[config.mk]
export PLATFORM = sky130hd
export DESIGN_NAME = fifo_rd_stream
export DESIGN_NICKNAME = d
export VERILOG_FILES = /design/src/rtl/fifo_rd_stream_pkg.sv /design/src/rtl/fifo_rd_stream_buf.sv /design/src/rtl/fifo_rd_stream.sv
export SDC_FILE = /design/constraint.sdc
export NUM_CORES = 1
export LEC_CHECK = 0
export CORE_MARGIN = 4
export CORE_UTILIZATION = 55
export DETAILED_ROUTE_END_ITERATION = 16
export GPL_TIMING_DRIVEN = 0
export PLACE_DENSITY = 0.78
export SLEW_MARGIN = 20
export SYNTH_ARGS = -nofsm -noshare
export SYNTH_HDL_FRONTEND = slang
export SYNTH_SLANG_ARGS = --single-unit
[constraint.sdc]
create_clock -name clk_i -period 2.6 [get_ports clk_i]
set_input_delay 0.39 -clock clk_i [delete_from_list [all_inputs] [get_ports clk_i]]
set_output_delay 0.39 -clock clk_i [all_outputs]
set_load 0.05 [all_outputs]
[src/rtl/fifo_rd_stream_pkg.sv]
// Shared constants and helpers for the FIFO read-side stream adapter.
package fifo_rd_stream_pkg;

    localparam int unsigned MIN_RD_LATENCY = 1;
    localparam int unsigned MAX_RD_LATENCY = 2;

    // Two extra entries beyond the read latency let the credit loop sustain one word per cycle.
    function automatic int unsigned buf_depth(input int unsigned rd_latency);
        return rd_latency + 2;
    endfunction

endpackage

[src/rtl/fifo_rd_stream_buf.sv]
// stream_buf: circular register buffer with push, pop, occupancy count, head data and clear.
// Ports:
//   clk_i, rst_n_i : clock, asynchronous active-low reset
//   clear_i        : synchronous discard of all entries (wins over push/pop)
//   push_i/push_data_i : write one entry at the tail
//   pop_i          : drop the head entry (caller guarantees the buffer is not empty)
//   head_o         : entry at the read pointer, straight from storage flops
//   valid_o        : registered "buffer not empty"
//   count_o        : number of stored entries, 0..DEPTH
module stream_buf
    import fifo_rd_stream_pkg::*;
#(
    parameter int unsigned WIDTH = 32,
    parameter int unsigned DEPTH = 3
) (
    input  logic                     clk_i,
    input  logic                     rst_n_i,
    input  logic                     clear_i,
    input  logic                     push_i,
    input  logic [WIDTH-1:0]         push_data_i,
    input  logic                     pop_i,
    output logic [WIDTH-1:0]         head_o,
    output logic                     valid_o,
    output logic [$clog2(DEPTH):0]   count_o
);

    localparam int unsigned PTR_W = (DEPTH > 1) ? $clog2(DEPTH) : 1;
    localparam int unsigned CNT_W = $clog2(DEPTH) + 1;

    logic [WIDTH-1:0] mem_q [DEPTH];
    logic [PTR_W-1:0] wr_ptr_q, wr_ptr_d;
    logic [PTR_W-1:0] rd_ptr_q, rd_ptr_d;
    logic [CNT_W-1:0] cnt_q, cnt_d;
    logic             valid_q, valid_d;

    // Pointer increment that wraps at DEPTH, so non-power-of-2 depths work.
    function automatic logic [PTR_W-1:0] ptr_inc(input logic [PTR_W-1:0] p);
        return (p == PTR_W'(DEPTH - 1)) ? '0 : p + PTR_W'(1);
    endfunction

    // Next-state for pointers, count and the registered non-empty flag.
    always_comb begin
        wr_ptr_d = wr_ptr_q;
        rd_ptr_d = rd_ptr_q;
        cnt_d    = cnt_q;
        if (clear_i) begin
            wr_ptr_d = '0;
            rd_ptr_d = '0;
            cnt_d    = '0;
        end else begin
            if (push_i) wr_ptr_d = ptr_inc(wr_ptr_q);
            if (pop_i)  rd_ptr_d = ptr_inc(rd_ptr_q);
            cnt_d = cnt_q + CNT_W'(push_i) - CNT_W'(pop_i);
        end
        valid_d = (cnt_d != '0);
    end

    // State and storage registers.
    always_ff @(posedge clk_i or negedge rst_n_i) begin
        if (!rst_n_i) begin
            wr_ptr_q <= '0;
            rd_ptr_q <= '0;
            cnt_q    <= '0;
            valid_q  <= 1'b0;
            for (int i = 0; i < int'(DEPTH); i++) mem_q[i] <= '0;
        end else begin
            wr_ptr_q <= wr_ptr_d;
            rd_ptr_q <= rd_ptr_d;
            cnt_q    <= cnt_d;
            valid_q  <= valid_d;
            if (push_i && !clear_i) mem_q[wr_ptr_q] <= push_data_i;
        end
    end

    assign head_o  = mem_q[rd_ptr_q];
    assign valid_o = valid_q;
    assign count_o = cnt_q;

    // The upstream credit loop must never push into a full buffer without a pop.
    overflow_chk: assert property (@(posedge clk_i) disable iff (!rst_n_i)
        !(push_i && !pop_i && !clear_i && (cnt_q == CNT_W'(DEPTH))))
        else $error("stream_buf: push into full buffer");

endmodule

[src/rtl/fifo_rd_stream.sv]
// fifo_rd_stream: drains a registered-output FIFO and presents its words as a valid/ready stream.
// Ports:
//   clk_i, rst_n_i   : clock shared with the FIFO, asynchronous active-low reset
//   flush_i          : discard buffered and in-flight words; no read is issued this cycle
//   fifo_rd_en_o     : read request (combinational from registered credit state and FIFO empty)
//   fifo_rd_data_i   : FIFO read data, valid RD_LATENCY cycles after an accepted read
//   fifo_rd_empty_i  : FIFO empty flag
//   m_valid_o/m_data_o/m_ready_i : output stream, transfer on valid & ready
//   level_o          : buffered plus in-flight words
module fifo_rd_stream
    import fifo_rd_stream_pkg::*;
#(
    parameter int unsigned WIDTH      = 32,
    parameter int unsigned RD_LATENCY = 1   // legal values 1 and 2
) (
    input  logic                            clk_i,
    input  logic                            rst_n_i,
    input  logic                            flush_i,
    output logic                            fifo_rd_en_o,
    input  logic [WIDTH-1:0]                fifo_rd_data_i,
    input  logic                            fifo_rd_empty_i,
    output logic                            m_valid_o,
    output logic [WIDTH-1:0]                m_data_o,
    input  logic                            m_ready_i,
    output logic [$clog2(RD_LATENCY+2):0]   level_o
);

    localparam int unsigned BUF_DEPTH = buf_depth(RD_LATENCY);
    localparam int unsigned LVL_W     = $clog2(BUF_DEPTH) + 1;

    logic [RD_LATENCY-1:0] inflight_q, inflight_d;
    logic [LVL_W-1:0]      level_q, level_d;
    logic [LVL_W-1:0]      buf_cnt;
    logic [LVL_W-1:0]      credit_used;
    logic                  issue;
    logic                  pop;
    logic                  arrive;

    // Credit check uses registered counts only, so m_ready_i never reaches fifo_rd_en_o.
    assign credit_used = buf_cnt + LVL_W'($countones(inflight_q));
    assign issue       = ~fifo_rd_empty_i & ~flush_i & (credit_used < LVL_W'(BUF_DEPTH));
    assign pop         = m_valid_o & m_ready_i;
    assign arrive      = inflight_q[RD_LATENCY-1];

    // In-flight pipe and level; an arrival moves a word from in-flight to buffered, leaving level unchanged.
    always_comb begin
        inflight_d    = inflight_q << 1;
        inflight_d[0] = issue;
        level_d       = level_q + LVL_W'(issue) - LVL_W'(pop);
        if (flush_i) begin
            inflight_d = '0;
            level_d    = '0;
        end
    end

    always_ff @(posedge clk_i or negedge rst_n_i) begin
        if (!rst_n_i) begin
            inflight_q <= '0;
            level_q    <= '0;
        end else begin
            inflight_q <= inflight_d;
            level_q    <= level_d;
        end
    end

    // Returning words land here; flush also discards a word arriving in the flush cycle.
    stream_buf #(
        .WIDTH (WIDTH),
        .DEPTH (BUF_DEPTH)
    ) u_buf (
        .clk_i       (clk_i),
        .rst_n_i     (rst_n_i),
        .clear_i     (flush_i),
        .push_i      (arrive),
        .push_data_i (fifo_rd_data_i),
        .pop_i       (pop),
        .head_o      (m_data_o),
        .valid_o     (m_valid_o),
        .count_o     (buf_cnt)
    );

    assign fifo_rd_en_o = issue;
    assign level_o      = level_q;

endmodule

==> flow_metrics.py, run 1 <==
metrics = {
    "run_status": {
        "outcome": "complete, no violations",
    },
    "floorplanning": {
        "dieArea_sq_um": 11060,
        "ioPinCount": 74,
        "core_sq_um": 9196,
        "rows": 35,
        "die_h_um": 105.2,
        "initial_utilization": 0.5649,
        "fp.dieW_um": 105.2,
    },
    "layout": {
        "post-route-cell-area_sq_um": 6325,
        "drive_above_1_share": 0.4066,
        "nNetsFinal": 462,
        "num_antenna_cells": 0,
        "synthToLayoutAreaGrowth_pct": 21.75,
        "fin_util": 0.6878,
    },
    "sta": {
        "tightest_slew_ps": 571.5,
        "hold_viol": 0,
        "finalCriticalPeriod_ps": 2505,
        "setup-violations-final": 0,
        "final.setup.tns_ps": 0,
        "period_share": 0.9636,
        "fmax_ghz": 0.3992,
        "relSlewSlack": 0.6190,
        "slew_violations": 0,
        "fin_skew_ps": 7.531,
    },
    "worst_setup_path": {
        "critPathMaxFanout": 10,
        "critPathSlowestCell": "clkdlybuf4s18_2",
        "rrSetupSlack_ps": 350,
        "path_cells": "buf_2 -> nor2b_1 -> clkbuf_1 -> clkbuf_4 -> o2bb2ai_1 -> clkdlybuf4s18_2",
        "timing.rr.start": "arrive",
        "rr_endpoint": "level_o[2]",
        "cp.buffers_inverters": 4,
        "cp_data_arrival_time_ps": 2120,
        "required_ps": 2210,
        "slowest_delay_ps": 400,
        "ff2ff_path_depth": 8,
        "end_kind": "output port",
        "path_class": "reg -> out",
        "start_kind": "flop",
        "critPathTopFamily": "buffers and inverters",
    },
    "route": {
        "vias": 2972,
        "wl_per_cell_um": 19.06,
        "ant_nets": 0,
        "wirelength_mm": 10.18,
        "first_pass_iters": 4,
        "drc": 0,
        "drt-initial-drc-count": 41,
        "via_per_inst": 5.566,
    },
    "pwr": {
        "pwr_density_cell_nw_per_um2": 1107,
        "peakVddDrop_mv": 0.7176,
        "total_leakage_power_uw": 0.002757,
    },
    "yosys": {
        "synthTopCellsByArea": "dfrtp_1 (52%), mux2_4 (20%), mux2i_1 (6.2%), mux2_2 (5.6%), o2bb2ai_1 (5.4%)",
        "synth_fp_nets": 377,
        "synthArstFlopShare": 1.000,
        "ys_top_cells_by_count": "dfrtp_1 (108), mux2_4 (70), mux2i_1 (32), o2bb2ai_1 (32), mux2_2 (26)",
        "yosys.area.top_type": "dfrtp_1",
        "yosys_warnings": 0,
        "synth.most_common_cell": "dfrtp_1",
        "ys_types": 27,
        "ys_seq_area_frac": 0.5202,
        "avgSynthCellArea_sq_um": 15.60,
        "synth_area_sq_um": 5195,
        "synth_top_area_frac": 0.5202,
        "synthCells": 333,
        "ys_seq_elements": 108,
        "synth_ff_type": "dfrtp_1",
        "synth_edf_count": 0,
    },
    "place": {
        "hpwlAfterDp_mm": 6.803,
        "place_congestion": 0.7045,
        "portBuffers": 73,
        "dpl_cell_area_sq_um": 6132,
    },
    "clock_network": {
        "clkLatencyLatePin_ps": 370,
        "cts_buffers": 9,
        "cts_tree": "yes",
        "root_buffer": "clkbuf_8",
        "path_clk_slew_ps": 100,
        "postCtsSetupRepairBufs": 0,
        "cts.sinks": 108,
        "cts_max_level": 3,
        "cts_max_path_buffers": 2,
    },
    "global_routing": {
        "grt-ovfl-total": 0,
        "grt_max_degree": 61,
        "antenna_found_initial": 0,
        "track_usage": 0.1941,
        "grt_pass1_wl_mm": 16.97,
        "grt_pass1_vias": 3306,
    },
    "min_path": {
        "min_path_type": "in -> async",
    },
    "run": {
        "drv_cap": 0,
    },
}
## repair_timing
item / CTS / global route
cloned: 0 / 0
setup endpoints to repair: 33 / 30
endpoints found under the hold margin: 48 / 0
hold buffers: 1 / 0
resized for setup: 95 / 17
## logic make-up after synthesis
family / after synthesis / share of synthesized area
compound gates: 41 / 0.06624
xor+xnor: 3 / 0.01036
fa+ha+maj: 7 / 0.01830
buf+inv: 29 / 0.03854
flops: 108 / 0.5202
mux: 128 / 0.3203
simple gates: 17 / 0.02601
## routing by layer
metal / global-route usage / routed length (um)
met4: 0.04405 / 118
met3: 0.05188 / 311
met1: 0.2536 / 4637
met5: 0 / 0
met2: 0.3242 / 5109
## state kept, by name, summed over array words and instances, names as in the netlist
name and count:
arrive 1, u_buf.valid_o 1, u_buf.count_o 3, u_buf.wr_ptr_q 2
level_o 3, u_buf.mem_q 96, u_buf.rd_ptr_q 2
## worst max path at each step
stage	endpoint	from	depth (start not counted)
4_1_cts	m_data_o[31]	u_buf.rd_ptr_q[1]	5
3_3_place_gp	u_buf.count_o[2]	rst_n_i	1
2_1_floorplan	level_o[2]	arrive	8
6_report	m_data_o[12]	u_buf.rd_ptr_q[0]	6
5_1_grt	m_data_o[12]	u_buf.rd_ptr_q[0]	6
3_5_place_dp	m_data_o[31]	u_buf.rd_ptr_q[1]	6
## power breakdown
group / switching, uW / leakage [uW] / total (uW) / internal [uW]
logic: 1940 / 0.00128 / 3420 / 1480
clock network: 551 / 0.0000896 / 953 / 402
registers: 349 / 0.00139 / 2630 / 2280
## final cells by class
cell class	count	area, sq um
clock buffers	13	158.9
repair buffers	75	767.0
plain buffers	23	185.2
clock inverters	3	21.27
flip-flops and latches	108	2704
well taps	111	138.9
multi-input cells	196	2331
fillers	678	2872
inverters	5	18.77
## placed cells by master, fill, tap and decap left out, types with 3 or more instances in the layout
master	n
buf_2	10
o2bb2ai_1	32
clkbuf_1	7
mux2i_1	32
clkdlybuf4s50_1	39
clkdlybuf4s15_2	24
dfrtp_1	107
clkbuf_4	3
mux2_2	26
nor2_1	5
inv_1	4
buf_6	12
ha_1	3
a21oi_1	4
mux2_4	70
clkbuf_8	11
## metrics by stage
stage          hold slack [ps]  total power (uW)  std cells  setup slack [ps]
3_5_place_dp             359.2              6220        518            -127.2
3_3_place_gp             488.2              6130        517             -2984
4_1_cts                  515.1              7105        534             20.89
2_1_floorplan            94.41              5153        333            -88.05
6_report                 501.9              6999        534             94.67
5_1_grt                  526.0              7382        534            -27.42
(Power assumes the default switching activity.)
==> run 2, diff against run 1 <==
--- a/config.mk
+++ b/config.mk
@@ -5,8 +5,11 @@
 export SDC_FILE = /design/constraint.sdc
 export NUM_CORES = 1
 export LEC_CHECK = 0
+export CAP_MARGIN = 40
+export CELL_PAD_IN_SITES_DETAIL_PLACEMENT = 1
+export CELL_PAD_IN_SITES_GLOBAL_PLACEMENT = 1
 export CORE_MARGIN = 4
-export CORE_UTILIZATION = 55
+export CORE_UTILIZATION = 46
 export DETAILED_ROUTE_END_ITERATION = 16
 export GPL_TIMING_DRIVEN = 0
 export PLACE_DENSITY = 0.78
==> flow_metrics.py, run 2 (synthesis results as in run 1) <==
metrics = {
    "worst_setup_path": {
        "cp-endpoint": "m_data_o[14]",
        "critPathMaxFanout": 10,
        "startpoint": "u_buf.rd_ptr_q[0]",
        "slowest_delay_ps": 410,
        "start_kind": "flop",
        "rr_endpoint": "level_o[2]",
        "required_ps": 2210,
        "cp_data_arrival_time_ps": 2100,
        "path_class": "reg -> out",
        "critPathSlowestCell": "clkdlybuf4s15_2",
        "end_kind": "output port",
        "timing.rr.start": "arrive",
        "ff2ff_path_depth": 8,
        "rrSetupSlack_ps": 340,
        "path_cells": "buf_2 -> nor2b_1 -> clkbuf_1 -> clkbuf_4 -> o2bb2ai_1 -> clkdlybuf4s15_2",
    },
    "sta": {
        "relSlewSlack": 0.5936,
        "final.setup.tns_ps": 0,
        "finalCriticalPeriod_ps": 2491,
        "tightest_slew_ps": 609.5,
        "hold_viol": 0,
        "setup-violations-final": 0,
        "rsz0062_at_grt": "no",
        "period_share": 0.9582,
        "fin_skew_ps": 5.247,
        "slew_violations": 0,
        "whs_ps": 508.9,
        "fmax_ghz": 0.4014,
    },
    "floorplanning": {
        "die_h_um": 114.3,
        "initial_utilization": 0.4751,
        "fp.dieW_um": 114.3,
        "core_sq_um": 10940,
        "rows": 38,
        "ioPinCount": 74,
        "dieArea_sq_um": 13060,
    },
    "min_path": {
        "min_path_type": "reg -> reg",
    },
    "clock_network": {
        "clkLatencyLatePin_ps": 340,
        "cts_max_level": 3,
        "postCtsSetupRepairBufs": 0,
        "cts_tree": "yes",
        "cts_max_path_buffers": 2,
        "root_buffer": "clkbuf_16",
        "cts.sinks": 108,
        "cts_buffers": 9,
        "path_clk_slew_ps": 70,
    },
    "route": {
        "wl_met3_um": 397,
        "wirelength_mm": 11.56,
        "vias": 3052,
        "top_layer_used": "met4",
        "ant_nets": 0,
        "via_per_inst": 5.431,
        "drt-initial-drc-count": 100,
        "wl_per_cell_um": 20.57,
        "first_pass_iters": 4,
        "dr_wl_met2_mm": 5.751,
        "drc": 0,
        "m1WireLength_mm": 5.285,
    },
    "pwr": {
        "peakVddDrop_mv": 0.7279,
        "total_leakage_power_uw": 0.002804,
        "pwr_density_cell_nw_per_um2": 1146,
    },
    "layout": {
        "final_cell_count_no_fill": 562,
        "largest_reg_flops": 96,
        "nNetsFinal": 462,
        "num_antenna_cells": 0,
        "largest_register": "u_buf.mem_q",
        "final_cell_mix": "dfrtp_1 (107), mux2_4 (70), clkdlybuf4s50_1 (39), mux2i_1 (32), o2bb2ai_1 (32)",
        "final_common_cell": "dfrtp_1",
        "synthToLayoutAreaGrowth_pct": 24.57,
        "drive_above_1_share": 0.4052,
    },
    "place": {
        "dp.cells": 547,
        "hpwlAfterDp_mm": 7.654,
        "place_congestion": 0.7351,
        "portBuffers": 73,
    },
    "global_routing": {
        "grt_max_degree": 64,
        "antenna_found_initial": 0,
        "grt_pass1_wl_mm": 19.38,
        "grt-ovfl-total": 0,
        "grt_pass1_vias": 3623,
        "track_usage": 0.1895,
    },
    "run_status": {
        "outcome": "complete, no violations",
    },
    "run": {
        "drv_cap": 0,
    },
}
[run 2: worst min-delay path by stage]
stage                    start              end  cells after the start
5_1_grt        u_buf.mem_q[87]  u_buf.mem_q[87]                      1
3_5_place_dp           rst_n_i  u_buf.mem_q[40]                      1
4_1_cts        u_buf.mem_q[80]  u_buf.mem_q[80]                      1
2_1_floorplan          rst_n_i           arrive                      0
3_3_place_gp   u_buf.mem_q[86]  u_buf.mem_q[86]                      1
6_report       u_buf.mem_q[81]  u_buf.mem_q[81]                      1
[run 2: cell type report]
type	instances	area, sq um
buffer	23	185.2
clock buffer	13	260.3
clock inverter	2	10.01
fill	1036	4464
inverter	5	18.77
multi-input combinational	196	2331
sequential	108	2704
tap	140	175.2
timing repair buffer	75	787.0
[run 2: layer usage]
metal	vias up	track usage
met3	10	0.05180
li1	1381	-
met5	-	0
met4	0	0.03325
met2	62	0.3173
met1	1599	0.2509
[run 2: stage by stage]
stage                     utilization  power, uW  worst slack [ps]  instance area [sq um]
after floorplan                     -       5153            -88.05                   5234
after global placement         0.5614       6149             -3015                   6140
after detailed placement       0.5641       6270            -167.4                   6168
after CTS                      0.5926       7505             12.76                   6480
after global routing           0.5918       7827             2.621                   6471
final                          0.5918       7418             108.7                   6471
[run 2: power by group]
| group | switching (uW) | leakage (uW) | internal [uW] | total, uW |
|---|---|---|---|---|
| Clock | 590 | 0.000135 | 696 | 1290 |
| Combinational | 1980 | 0.00128 | 1500 | 3480 |
| Sequential | 372 | 0.00139 | 2280 | 2660 |
[run 2: what timing repair did]
item                                    4_1_cts  5_1_grt
pin swaps                                     0        0
hold endpoints to repair                     45        0
endpoints found under the setup margin       33       28
hold buffers                                  1        0
resized for setup                            94        9
[run 2: critical path: cells and delay by family (launching register included)]
kind	cells	cell delay, ps
flip-flops	1	360
AND/OR/NAND/NOR	1	120
buffers and inverters	4	1110
AO/OA/AOI/OAI	1	170
==> run 3, diff against run 2 <==
--- a/config.mk
+++ b/config.mk
@@ -8,6 +8,7 @@
 export CAP_MARGIN = 40
 export CELL_PAD_IN_SITES_DETAIL_PLACEMENT = 1
 export CELL_PAD_IN_SITES_GLOBAL_PLACEMENT = 1
+export CORE_ASPECT_RATIO = 0.8
 export CORE_MARGIN = 4
 export CORE_UTILIZATION = 46
 export DETAILED_ROUTE_END_ITERATION = 16
==> flow_metrics.py, run 3 (synthesis results as in run 1) <==
metrics = {
    "worst_setup_path": {
        "required_ps": 2210,
        "timing.rr.start": "arrive",
        "startpoint": "u_buf.rd_ptr_q[0]",
        "critPathSlowestCell": "clkdlybuf4s15_2",
        "path_class": "reg -> out",
        "critPathTopFamily": "buffers and inverters",
        "slowest_delay_ps": 400,
        "critPathMaxFanout": 10,
        "cp.buffers_inverters": 4,
        "end_kind": "output port",
        "path_cells": "buf_2 -> nor2b_1 -> clkbuf_1 -> clkbuf_4 -> o2bb2ai_1 -> clkdlybuf4s15_2",
        "start_kind": "flop",
        "cp_data_arrival_time_ps": 2080,
    },
    "pwr": {
        "switching_share": 0.4002,
        "p_total_uw": 7445,
        "pwr-share-comb": 0.463,
        "power_frac_seq": 0.358,
        "peakVddDrop_mv": 0.6309,
        "p_int_uw": 4466,
        "p_clk_frac": 0.179,
        "total_leakage_power_uw": 0.002809,
        "net-switching-power_uw": 2979,
        "pwr_density_cell_nw_per_um2": 1151,
    },
    "place": {
        "dp.cells": 551,
        "place_congestion": 0.7221,
        "portBuffers": 73,
        "hpwlAfterDp_mm": 7.897,
        "pre_cts_ws_ps": -166.2,
    },
    "sta": {
        "whs_ps": 470.8,
        "hold_viol": 0,
        "final.setup.tns_ps": 0,
        "tightest_slew_ps": 567.2,
        "worst_slack_ps": 133.0,
        "slew_violations": 0,
        "period_share": 0.9489,
        "fmax_ghz": 0.4053,
        "relSlewSlack": 0.6219,
        "setup-violations-final": 0,
        "finalCriticalPeriod_ps": 2467,
        "fin_skew_ps": 3.358,
        "rsz0062_at_grt": "no",
    },
    "clock_network": {
        "cts_buffers": 9,
        "clkLatencyLatePin_ps": 350,
        "path_clk_slew_ps": 70,
        "cts_max_path_buffers": 2,
        "cts_tree": "yes",
        "cts_max_level": 3,
        "cts.sinks": 108,
        "root_buffer": "clkbuf_16",
    },
    "floorplanning": {
        "rows": 34,
        "ioPinCount": 74,
        "die_h_um": 103.1,
        "fp.dieW_um": 126.8,
        "initial_utilization": 0.4752,
        "dieArea_sq_um": 13070,
        "core_sq_um": 10930,
    },
    "route": {
        "drt-initial-drc-count": 130,
        "vias": 3073,
        "ant_nets": 0,
        "first_pass_iters": 4,
        "via_per_inst": 5.420,
        "wirelength_mm": 11.68,
        "wl_per_cell_um": 20.60,
        "drc": 0,
    },
    "global_routing": {
        "track_usage": 0.1910,
        "grt_pass1_wl_mm": 19.31,
        "grt_max_degree": 82,
        "antenna_found_initial": 0,
        "grt-ovfl-total": 0,
        "grt_pass1_vias": 3521,
    },
    "layout": {
        "final_common_cell": "dfrtp_1",
        "largest_reg_flops": 96,
        "nNetsFinal": 462,
        "final_cell_count_no_fill": 567,
        "final_cell_mix": "dfrtp_1 (107), mux2_4 (70), clkdlybuf4s50_1 (39), mux2i_1 (32), o2bb2ai_1 (32)",
        "num_antenna_cells": 0,
        "synthToLayoutAreaGrowth_pct": 24.49,
        "drive_above_1_share": 0.4113,
        "largest_register": "u_buf.mem_q",
    },
    "run": {
        "drv_cap": 0,
    },
    "run_status": {
        "outcome": "complete, no violations",
    },
    "min_path": {
        "min_path_type": "in -> async",
    },
}
run 3: cell types whose count changed in the layout (fill, tap and decap cells not counted):
cell             previous run  this run
clkbuf_2                    1         0
inv_6                       0         1
clkdlybuf4s15_2            28        23
clkdlybuf4s18_2             0         1
buf_2                       6        11
clkbuf_1                    7         5
clkinv_4                    0         1
clkinvlp_4                  0         1
run 3: path summary, 6_finish.rpt:
| kind | to | slack (ps) | cells after the start |
|---|---|---|---|
| worst min register to register | u_buf.mem_q[64] | 510 | 1 |
| worst min-delay path | u_buf.mem_q[6] | 470 | 2 |
| max in group asynchronous | u_buf.mem_q[27] | 1440 | 3 |
| worst max-delay path | m_data_o[31] | 130 | 6 |
| worst max register to register | level_o[2] | 270 | 8 |
| min in group clk_i | u_buf.mem_q[64] | 510 | 1 |
run 3: stage by stage:
step / instance area (sq um) / util
global route: 6467 / 0.5916
detailed placement: 6173 / 0.5647
global placement: 6145 / 0.5620
floorplan: 5234 / -
finish: 6467 / 0.5916
CTS: 6504 / 0.5949
run 3: power groups by stage:
stage	logic (uW)	clock network (uW)	registers (uW)
after floorplan	2510	0	2640
after global placement	3530	0	2630
after detailed placement	3620	0	2680
after CTS	3540	1370	2670
after global routing	3670	1430	2750
final	3450	1330	2670
run 3: worst reg2reg max path: stages, from the launching register on:
cell,delay [ps]
dfrtp_1,460
ha_2,230
ha_4,230
a2111oi_4,380
ha_2,250
inv_2,40
fa_2,360
xnor3_1,210
nor2_1,40
run 3: metal layers:
| layer | share of wire | vias up | track usage |
|---|---|---|---|
| met4 | 0.011 | 0 | 0.05029 |
| met5 | 0 | - | 0 |
| met3 | 0.044 | 12 | 0.04920 |
| met1 | 0.48 | 1609 | 0.2588 |
| li1 | - | 1390 | - |
| met2 | 0.47 | 62 | 0.3093 |
run 3: area by class of cell:
cell class / instances / area [sq um]
well taps: 144 / 180.2
flip-flops and latches: 108 / 2704
repair buffers: 75 / 760.7
multi-input cells: 196 / 2331
plain buffers: 23 / 185.2
inverters: 5 / 18.77
clock buffers: 11 / 252.7
fillers: 1039 / 4466
clock inverters: 5 / 35.03
run 3: repair_timing:
| item | 4_1_cts | 5_1_grt |
|---|---|---|
| cloned | 0 | 0 |
| setup endpoints to repair | 33 | 30 |
| hold buffers | 1 | 0 |
| setup buffers | 0 | 0 |
| gates resized for setup | 95 | 19 |
| hold endpoints to repair | 27 | 0 |
